**config.mk**
```make
export PLATFORM = sky130hd
export DESIGN_NAME = stats_collector_avlstrm_flat
export DESIGN_NICKNAME = d
export VERILOG_FILES = /design/src/rtl/stats_collector_avlstrm_pkg.sv /design/src/rtl/stats_collector_avlstrm_if.sv /design/src/rtl/stats_collector_avlstrm_bank.sv /design/src/rtl/stats_collector_avlstrm.sv /design/src/flat_wrapper.sv
export SDC_FILE = /design/constraint.sdc
export NUM_CORES = 2
export LEC_CHECK = 0
export ABC_CLOCK_PERIOD_IN_PS = 3500
export BUFFER_PORTS_ARGS = -buffer_cell sky130_fd_sc_hd__buf_2
export CAP_MARGIN = 20
export CORE_AREA = 4 4 348 350
export CTS_CLUSTER_DIAMETER = 50
export CTS_CLUSTER_SIZE = 28
export DETAILED_ROUTE_END_ITERATION = 7
export DIE_AREA = 0 0 352 354
export PLACE_DENSITY = 0.66
export SYNTH_ARGS = -nofsm -noshare
export SYNTH_HDL_FRONTEND = slang
export SYNTH_SLANG_ARGS = --single-unit
```
**constraint.sdc**
```tcl
create_clock -name Clk -period 3.5 [get_ports Clk]
set_input_delay 0.7 -clock Clk [delete_from_list [all_inputs] [get_ports Clk]]
set_output_delay 0.7 -clock Clk [all_outputs]
set_load 0.02 [all_outputs]
```
**src/rtl/stats_collector_avlstrm_pkg.sv**
```systemverilog
// ---------------------------------------------------------------------------
// stats_collector_avlstrm_pkg
// Shared types and constants for the stats channel receive side.
//   stats_t   : one stream beat {addr, val}
//   REG_*     : well-known stat addresses used by the service stats packers
//   sat_inc16 : saturating 16-bit increment for the error counters
// ---------------------------------------------------------------------------
package stats_collector_avlstrm_pkg;

  localparam int STAT_AW = 8;  // stat address width carried in each beat

  typedef struct packed {
    logic [STAT_AW-1:0] addr;
    logic [31:0]        val;
  } stats_t;

  localparam logic [STAT_AW-1:0] REG_PKTS_IN   = 8'd0;
  localparam logic [STAT_AW-1:0] REG_PKTS_OUT  = 8'd1;
  localparam logic [STAT_AW-1:0] REG_BYTES_IN  = 8'd2;
  localparam logic [STAT_AW-1:0] REG_BYTES_OUT = 8'd3;
  localparam logic [STAT_AW-1:0] REG_DROPS     = 8'd4;
  localparam logic [STAT_AW-1:0] REG_ERRORS    = 8'd5;

  function automatic logic [15:0] sat_inc16(input logic [15:0] v);
    return (v == 16'hFFFF) ? v : v + 16'd1;
  endfunction

endpackage

```
**src/rtl/stats_collector_avlstrm_if.sv**
```systemverilog
// ---------------------------------------------------------------------------
// avl_stream_if
// Avalon-ST carrying stats_t beats.
//   valid/ready : handshake, beat accepted when both high
//   data        : stats_t beat
//   sop/eop     : first/last beat of a sweep
//   empty       : carried for bus compatibility, unused by the collector
// Modports: tx/master drive the stream, rx/slave consume it.
// ---------------------------------------------------------------------------
interface avl_stream_if;
  import stats_collector_avlstrm_pkg::*;

  logic       valid;
  logic       ready;
  stats_t     data;
  logic       sop;
  logic       eop;
  logic [1:0] empty;

  modport tx     (output valid, data, sop, eop, empty, input ready);
  modport rx     (input valid, data, sop, eop, empty, output ready);
  modport master (output valid, data, sop, eop, empty, input ready);
  modport slave  (input valid, data, sop, eop, empty, output ready);
endinterface

```
**src/rtl/stats_collector_avlstrm_bank.sv**
```systemverilog
// ---------------------------------------------------------------------------
// stats_bank
// Double-buffered stat image: a working bank written by the stream and a
// committed bank copied from it in one cycle.
//   clk, rst_n  : clock, async active-low reset
//   i_wr_en     : write working[i_wr_idx] <= i_wr_data
//   i_commit    : copy working -> committed (and compute deltas)
//   o_committed : committed image, one word per entry
//   o_delta     : working - committed at commit time
//                 (only when STATS_COLLECTOR_DELTA_EN is defined)
// ---------------------------------------------------------------------------
module stats_bank #(
  parameter int NUM_REGS = 16,
  parameter int IDX_W    = 4
) (
  input  logic             clk,
  input  logic             rst_n,
  input  logic             i_wr_en,
  input  logic [IDX_W-1:0] i_wr_idx,
  input  logic [31:0]      i_wr_data,
  input  logic             i_commit,
`ifdef STATS_COLLECTOR_DELTA_EN
  output logic [31:0]      o_delta     [NUM_REGS],
`endif
  output logic [31:0]      o_committed [NUM_REGS]
);

  genvar gi;
  generate
    for (gi = 0; gi < NUM_REGS; gi++) begin : g_entry
      logic [31:0] r_working;
      logic [31:0] r_committed;

      // The working bank is never cleared between sweeps: entries the packer
      // skips keep their last reported value.
      always_ff @(posedge clk or negedge rst_n) begin
        if (!rst_n) begin
          r_working   <= '0;
          r_committed <= '0;
        end else begin
          if (i_wr_en && (i_wr_idx == IDX_W'(gi)))
            r_working <= i_wr_data;
          if (i_commit)
            r_committed <= r_working;
        end
      end

      assign o_committed[gi] = r_committed;

`ifdef STATS_COLLECTOR_DELTA_EN
      logic [31:0] r_delta;
      // Uses the pre-commit committed value, so this is the change since
      // the previous sweep.
      always_ff @(posedge clk or negedge rst_n) begin
        if (!rst_n)
          r_delta <= '0;
        else if (i_commit)
          r_delta <= r_working - r_committed;
      end
      assign o_delta[gi] = r_delta;
`endif
    end
  endgenerate

endmodule

```
**src/rtl/stats_collector_avlstrm.sv**
```systemverilog
// ---------------------------------------------------------------------------
// stats_collector_avlstrm
// Receives one service's stats sweeps over Avalon-ST and exposes a coherent
// committed image through a fixed-latency CSR read port.
//   Clk, Rst_n    : clock, async active-low reset
//   stats_in      : avl_stream_if.rx, stats_t beats with sop/eop
//   csr_address   : read address
//   csr_read      : read strobe
//   csr_readdata  : read data, valid the cycle after the strobe
//   csr_readvalid : one-cycle pulse per read
//   sweep_done    : one-cycle pulse while a sweep commits
// CSR map: 0..N-1 committed, N sweep_cnt, N+1 {abort_cnt, bad_addr_cnt},
//          N+2..2N+1 deltas (STATS_COLLECTOR_DELTA_EN), others read 0.
// Optional feature macro: STATS_COLLECTOR_DELTA_EN.
// ---------------------------------------------------------------------------
module stats_collector_avlstrm
  import stats_collector_avlstrm_pkg::*;
#(
  parameter int NUM_REGS   = 16,
  parameter int CSR_AWIDTH = 6
) (
  input  logic                  Clk,
  input  logic                  Rst_n,
  avl_stream_if.rx              stats_in,
  input  logic [CSR_AWIDTH-1:0] csr_address,
  input  logic                  csr_read,
  output logic [31:0]           csr_readdata,
  output logic                  csr_readvalid,
  output logic                  sweep_done
);

  localparam int IDX_W = (NUM_REGS > 1) ? $clog2(NUM_REGS) : 1;

  localparam logic [1:0] ST_IDLE    = 2'd0;
  localparam logic [1:0] ST_COLLECT = 2'd1;
  localparam logic [1:0] ST_COMMIT  = 2'd2;

  localparam logic [CSR_AWIDTH-1:0] A_SWEEP = CSR_AWIDTH'(NUM_REGS);
  localparam logic [CSR_AWIDTH-1:0] A_ERR   = CSR_AWIDTH'(NUM_REGS + 1);

  logic [1:0]  r_state;
  logic [1:0]  w_state_next;
  logic [31:0] r_sweep_cnt;
  logic [15:0] r_abort_cnt;
  logic [15:0] r_bad_addr_cnt;
  logic [31:0] r_csr_rdata;
  logic        r_csr_rvalid;

  logic        w_accept;
  logic        w_in_sweep;   // accepted beat belongs to a sweep (not an orphan)
  logic        w_addr_ok;
  logic        w_wr_en;
  logic        w_abort_inc;
  logic        w_bad_inc;
  logic        w_commit;
  logic [31:0] w_csr_data;
  logic [31:0] w_committed [NUM_REGS];
`ifdef STATS_COLLECTOR_DELTA_EN
  localparam logic [CSR_AWIDTH-1:0] A_DLT0 = CSR_AWIDTH'(NUM_REGS + 2);
  localparam logic [CSR_AWIDTH-1:0] A_DLTN = CSR_AWIDTH'(2 * NUM_REGS + 1);
  logic [31:0] w_delta [NUM_REGS];
`endif

  // Ready is also gated by reset so the source never sees a beat accepted
  // while the collector is held in reset.
  assign stats_in.ready = Rst_n && (r_state != ST_COMMIT);
  assign w_accept       = stats_in.valid && stats_in.ready;
  assign w_in_sweep     = stats_in.sop || (r_state == ST_COLLECT);
  assign w_addr_ok      = (stats_in.data.addr < STAT_AW'(NUM_REGS));
  assign w_wr_en        = w_accept && w_in_sweep && w_addr_ok;
  assign w_bad_inc      = w_accept && w_in_sweep && !w_addr_ok;
  // Orphan in IDLE, or a restart sop arriving mid-sweep.
  assign w_abort_inc    = w_accept && (((r_state == ST_IDLE) && !stats_in.sop) ||
                                       ((r_state == ST_COLLECT) && stats_in.sop));
  assign w_commit       = (r_state == ST_COMMIT);

  always_comb begin
    w_state_next = r_state;
    case (r_state)
      ST_IDLE: begin
        if (w_accept && stats_in.sop)
          w_state_next = stats_in.eop ? ST_COMMIT : ST_COLLECT;
      end
      ST_COLLECT: begin
        if (w_accept && stats_in.eop)
          w_state_next = ST_COMMIT;
      end
      ST_COMMIT: w_state_next = ST_IDLE;
      default:   w_state_next = ST_IDLE;
    endcase
  end

  stats_bank #(
    .NUM_REGS (NUM_REGS),
    .IDX_W    (IDX_W)
  ) u_bank (
    .clk         (Clk),
    .rst_n       (Rst_n),
    .i_wr_en     (w_wr_en),
    .i_wr_idx    (IDX_W'(stats_in.data.addr)),
    .i_wr_data   (stats_in.data.val),
    .i_commit    (w_commit),
`ifdef STATS_COLLECTOR_DELTA_EN
    .o_delta     (w_delta),
`endif
    .o_committed (w_committed)
  );

  always_comb begin
    w_csr_data = '0;
    if (csr_address < A_SWEEP)
      w_csr_data = w_committed[IDX_W'(csr_address)];
    else if (csr_address == A_SWEEP)
      w_csr_data = r_sweep_cnt;
    else if (csr_address == A_ERR)
      w_csr_data = {r_abort_cnt, r_bad_addr_cnt};
`ifdef STATS_COLLECTOR_DELTA_EN
    else if ((csr_address >= A_DLT0) && (csr_address <= A_DLTN))
      w_csr_data = w_delta[IDX_W'(csr_address - A_DLT0)];
`endif
  end

  always_ff @(posedge Clk or negedge Rst_n) begin
    if (!Rst_n) begin
      r_state        <= ST_IDLE;
      r_sweep_cnt    <= '0;
      r_abort_cnt    <= '0;
      r_bad_addr_cnt <= '0;
      r_csr_rdata    <= '0;
      r_csr_rvalid   <= 1'b0;
    end else begin
      r_state      <= w_state_next;
      r_csr_rvalid <= csr_read;
      if (csr_read)
        r_csr_rdata <= w_csr_data;
      if (w_commit)
        r_sweep_cnt <= r_sweep_cnt + 32'd1;
      if (w_abort_inc)
        r_abort_cnt <= sat_inc16(r_abort_cnt);
      if (w_bad_inc)
        r_bad_addr_cnt <= sat_inc16(r_bad_addr_cnt);
    end
  end

  assign csr_readdata  = r_csr_rdata;
  assign csr_readvalid = r_csr_rvalid;
  assign sweep_done    = w_commit;

endmodule

```
**src/flat_wrapper.sv**
```systemverilog
// flat-port wrapper written by rule: the top's interface ports become plain ports
module stats_collector_avlstrm_flat import stats_collector_avlstrm_pkg::*;
#(
  parameter int NUM_REGS   = 16,
  parameter int CSR_AWIDTH = 6
)
  (Clk, Rst_n, csr_address, csr_read, csr_readdata, csr_readvalid, sweep_done, stats_in_valid, stats_in_data, stats_in_sop, stats_in_eop, stats_in_empty, stats_in_ready);
  avl_stream_if stats_in_i ();
  input  logic Clk;
  input  logic Rst_n;
  input  logic [CSR_AWIDTH-1:0] csr_address;
  input  logic csr_read;
  output logic [31:0] csr_readdata;
  output logic csr_readvalid;
  output logic sweep_done;
  input wire logic [$bits(stats_in_i.valid)-1:0] stats_in_valid;
  input wire logic [$bits(stats_in_i.data)-1:0] stats_in_data;
  input wire logic [$bits(stats_in_i.sop)-1:0] stats_in_sop;
  input wire logic [$bits(stats_in_i.eop)-1:0] stats_in_eop;
  input wire logic [$bits(stats_in_i.empty)-1:0] stats_in_empty;
  output wire logic [$bits(stats_in_i.ready)-1:0] stats_in_ready;
  assign stats_in_i.valid = stats_in_valid;
  assign stats_in_i.data = stats_in_data;
  assign stats_in_i.sop = stats_in_sop;
  assign stats_in_i.eop = stats_in_eop;
  assign stats_in_i.empty = stats_in_empty;
  assign stats_in_ready = stats_in_i.ready;
  stats_collector_avlstrm #(.NUM_REGS(NUM_REGS), .CSR_AWIDTH(CSR_AWIDTH)) u_core (.Clk(Clk), .Rst_n(Rst_n), .stats_in(stats_in_i), .csr_address(csr_address), .csr_read(csr_read), .csr_readdata(csr_readdata), .csr_readvalid(csr_readvalid), .sweep_done(sweep_done));
endmodule
```
==> reports/results.ini <==
[grt]
grt_max_degree = 177
antenna_found_initial = 15
grt_overflow = 0
track_usage_pct = 17.20
grt_pass1_wl_mm = 165.4
grt_pass1_vias = 26250

[synthesis]
ys.flop_type = dfrtp_1
synth_area_per_cell_sq_um = 15.76
synth_adder_area_share_pct = 0.1227
synth_mux_area_share_pct = 32.51
synth_top_family_by_area = multiplexers
synth_edf_count = 0
synth-xor-area-share_pct = 1.139
synthCells = 2975
yosys-top-cells-area = dfrtp_1, mux2_2, mux4_2
synthArstFlopShare_pct = 100.0
synth_seq_cells = 1123
synth_top_cell_area_share_pct = 59.93
ys_seq_area_share_pct = 59.93
synth_top_area_cell = dfrtp_1
synth_area_sq_mm = 0.04689
ys_types = 45
syn_nets = 3032
synth_compound_area_share_pct = 1.059
yosysWarnings = 0
synthSimpleGateAreaFrac_pct = 2.943

[critical_path]
regToRegEndpoint = u_core.u_bank.g_entry[15].r_working[31]
path_depth = 4
worstPathMaxFanout = 5
crit_required_ps = 2800
cp_slowest_cell = dfrtp_1
path_cells = inv_1 > nor2_4 > nor2b_1 > buf_2
end_kind = primary output
critPathKind = register to primary output
startpoint_type = register
critPathTopFamily = simple AND/OR/NAND/NOR gates
rr_worst_depth = 5
rr_startpoint = u_core.r_state[1]
slowest_delay_ps = 430
rrSetupSlack_ps = 980
cp_data_arrival_time_ps = 1970
cp_num_buf_inv = 2

[power]
max-vdd-ir-drop_uv = 456.1
switching_share_pct = 24.06
p_total_mw = 27.00
p_seq_share_pct = 50.1
power_frac_clock_pct = 44.6
leakagePower_nw = 26.06
p_sw_mw = 6.495
power.internal_mw = 20.50
power_frac_comb_pct = 5.2
p_per_area_mw_per_mm2 = 509.1

[sta]
finalSetupViolations = 0
worst_slew_pin_slew_ps = 1060
rsz0062_at_grt = no
final_hold_viol_count = 0
relSlewSlack_pct = 29.30
fin_crit_ps = 2667
period_share_pct = 76.20
clock_skew_ps = 26.70
slew_viol_final = 0
max_freq_mhz = 374.9
finalSetupTns_ps = 0
timing.final.ws_setup_ps = 832.9

[clocking]
cts_tree = yes
clk_path_buf_depth = 3
clock_sink_count = 1123
ctsResizeCount = 0
clk-insertion-delay-late_ps = 680
h-tree-depth = 3
root_buffer = clkbuf_16
cts_setup_buffers = 0
numCtsBuffers = 105
cts_hold_buf = 0
clk_pin_slew_ps = 80

[route]
vias = 24810
via_per_inst = 5.300
drtAntennaViolNets = 0
dr.pass1.iters = 5
drtIter0Drc = 1617
wirelength_mm = 106.4
drc_errors = 0
avgRoutedWirePerCell_um = 22.73

[layout]
area_growth_pct = 13.09
nNetsFinal = 3108
drive_gt1_share_pct = 48.89
postLayoutCoreUtil_pct = 45.03

[die]
ios = 89
die_x_um = 352
rows = 126
die_height_um = 354
floorplan.initialDensity_pct = 39.82
dieArea_sq_mm = 0.1246
coreArea_sq_mm = 0.1178

[placement]
io_buffers = 86
pre_cts_slack_ps = 648.9
dp_hpwl_mm = 63.68
place_congestion = 0.7547

[hold_path]
hold_class = input pin to async pin

[run_status]
outcome = complete, no violations

[job]
maxCapViolations = 0

## Yosys cell counts (2+ instances only)
| master | number |
|---|---|
| dfrtp_1 | 1123 |
| mux2_2 | 1004 |
| mux4_2 | 128 |
| clkbuf_1 | 108 |
| buf_2 | 63 |
| mux2i_1 | 56 |
| inv_1 | 52 |
| nor2b_1 | 46 |
| xnor2_1 | 45 |
| nand2_1 | 44 |
| o22ai_1 | 40 |
| mux2_4 | 30 |
| nor3_1 | 28 |
| nand3_1 | 26 |
| o21ai_0 | 25 |
| buf_1 | 21 |
| nor2_1 | 20 |
| nand4_1 | 19 |
| and3_1 | 16 |
| xor2_1 | 16 |
| a211o_1 | 8 |
| and4_1 | 8 |
| a21oi_1 | 5 |
| mux2_1 | 4 |
| or3_1 | 4 |
| and2_1 | 3 |
| buf_12 | 3 |
| ha_1 | 3 |
| nand3b_1 | 3 |
| nor4_1 | 3 |
| nor4b_4 | 3 |
| maj3_1 | 2 |
| nand4b_1 | 2 |
| nor4_4 | 2 |
| or4_1 | 2 |
## per-layer routing
metal  GRT usage (%)  share of wire (%)  up-vias
met5               0              0.083        -
met4           4.441                2.1       12
met3           3.338                4.6      153
met2           27.70                 47      351
met1           24.04                 46    13400
li1                -                  -    10900
## flip-flops by register name (all words and copies together) (netlist names)
signal                             flops
u_core.csr_readvalid                   1
u_core.r_state                         2
u_core.r_sweep_cnt                    32
u_core.csr_readdata                   32
u_core.u_bank.g_entry.r_working      512
u_core.r_abort_cnt                    16
u_core.r_bad_addr_cnt                 16
u_core.u_bank.g_entry.r_committed    512
## worst max-delay path by stage
stage / slack, ps / endpoint / start
floorplan: 1060 / stats_in_ready / u_core.r_state[0]
global placement: 670 / u_core.u_bank.g_entry[15].r_working[31] / stats_in_sop
detailed placement: 650 / u_core.u_bank.g_entry[15].r_working[31] / stats_in_sop
CTS: 690 / stats_in_ready / u_core.r_state[1]
global route: 710 / stats_in_ready / u_core.r_state[1]
finish: 830 / stats_in_ready / u_core.r_state[1]
## power by group through the flow
stage               Clock (mW)  Combinational (mW)  Sequential [mW]
floorplan                    0               0.816             13.7
global placement             0                1.43             13.8
detailed placement           0                1.45             13.8
CTS                       12.3                1.45             13.5
global route              12.9                1.56             13.6
finish                    12.0                1.41             13.5
## placed cells by master (no fill, tap or decap), drive strengths merged, types with 4 or more instances in the layout
| cell | synthesis | final |
|---|---|---|
| clkinvlp | 0 | 9 |
| nand3 | 27 | 27 |
| bufinv | 0 | 10 |
| and3 | 16 | 16 |
| dfrtp | 1123 | 1123 |
| nor4b | 4 | 4 |
| a21oi | 5 | 5 |
| diode | 0 | 6 |
| or3 | 4 | 4 |
| nor2b | 46 | 46 |
| o21ai | 25 | 25 |
| mux2i | 56 | 56 |
| xor2 | 16 | 16 |
| and4 | 8 | 8 |
| a211o | 8 | 8 |
| buf | 89 | 166 |
| nor3 | 28 | 28 |
| o22ai | 40 | 40 |
| clkbuf | 108 | 120 |
| nand2 | 44 | 44 |
| xnor2 | 45 | 45 |
| clkinv | 0 | 25 |
| nor2 | 20 | 20 |
| inv | 52 | 84 |
| nor4 | 5 | 5 |
| mux2 | 1038 | 1038 |
| mux4 | 128 | 128 |
| nand4 | 19 | 19 |
## stage by stage
step                hold slack [ps]  instances  cell area [sq um]
floorplan                     404.4       2975              46890
detailed placement            470.5       4480              49340
global route                  198.7       4676              53010
finish                        153.6       4682              53030
CTS                           178.7       4676              53010
global placement              464.1       4480              49340
## cell families after synthesis
group	Yosys count
AO/OA/AOI/OAI	81
XOR/XNOR	61
adder cells (fa/ha/maj)	5
buffers and inverters	249
flip-flops	1123
multiplexers	1222
AND/OR/NAND/NOR	234
## cell type report
| type | count | area [sq um] |
|---|---|---|
| fillers | 10220 | 64740 |
| inverters | 52 | 195.2 |
| multi-input cells | 1603 | 17780 |
| clock buffers | 120 | 2755 |
| clock inverters | 76 | 913.4 |
| well taps | 1536 | 1922 |
| repair buffers | 166 | 1348 |
| diodes | 6 | 15.01 |
| flip-flops and latches | 1123 | 28100 |
No activity file was read; power rests on OpenSTA's default activity.
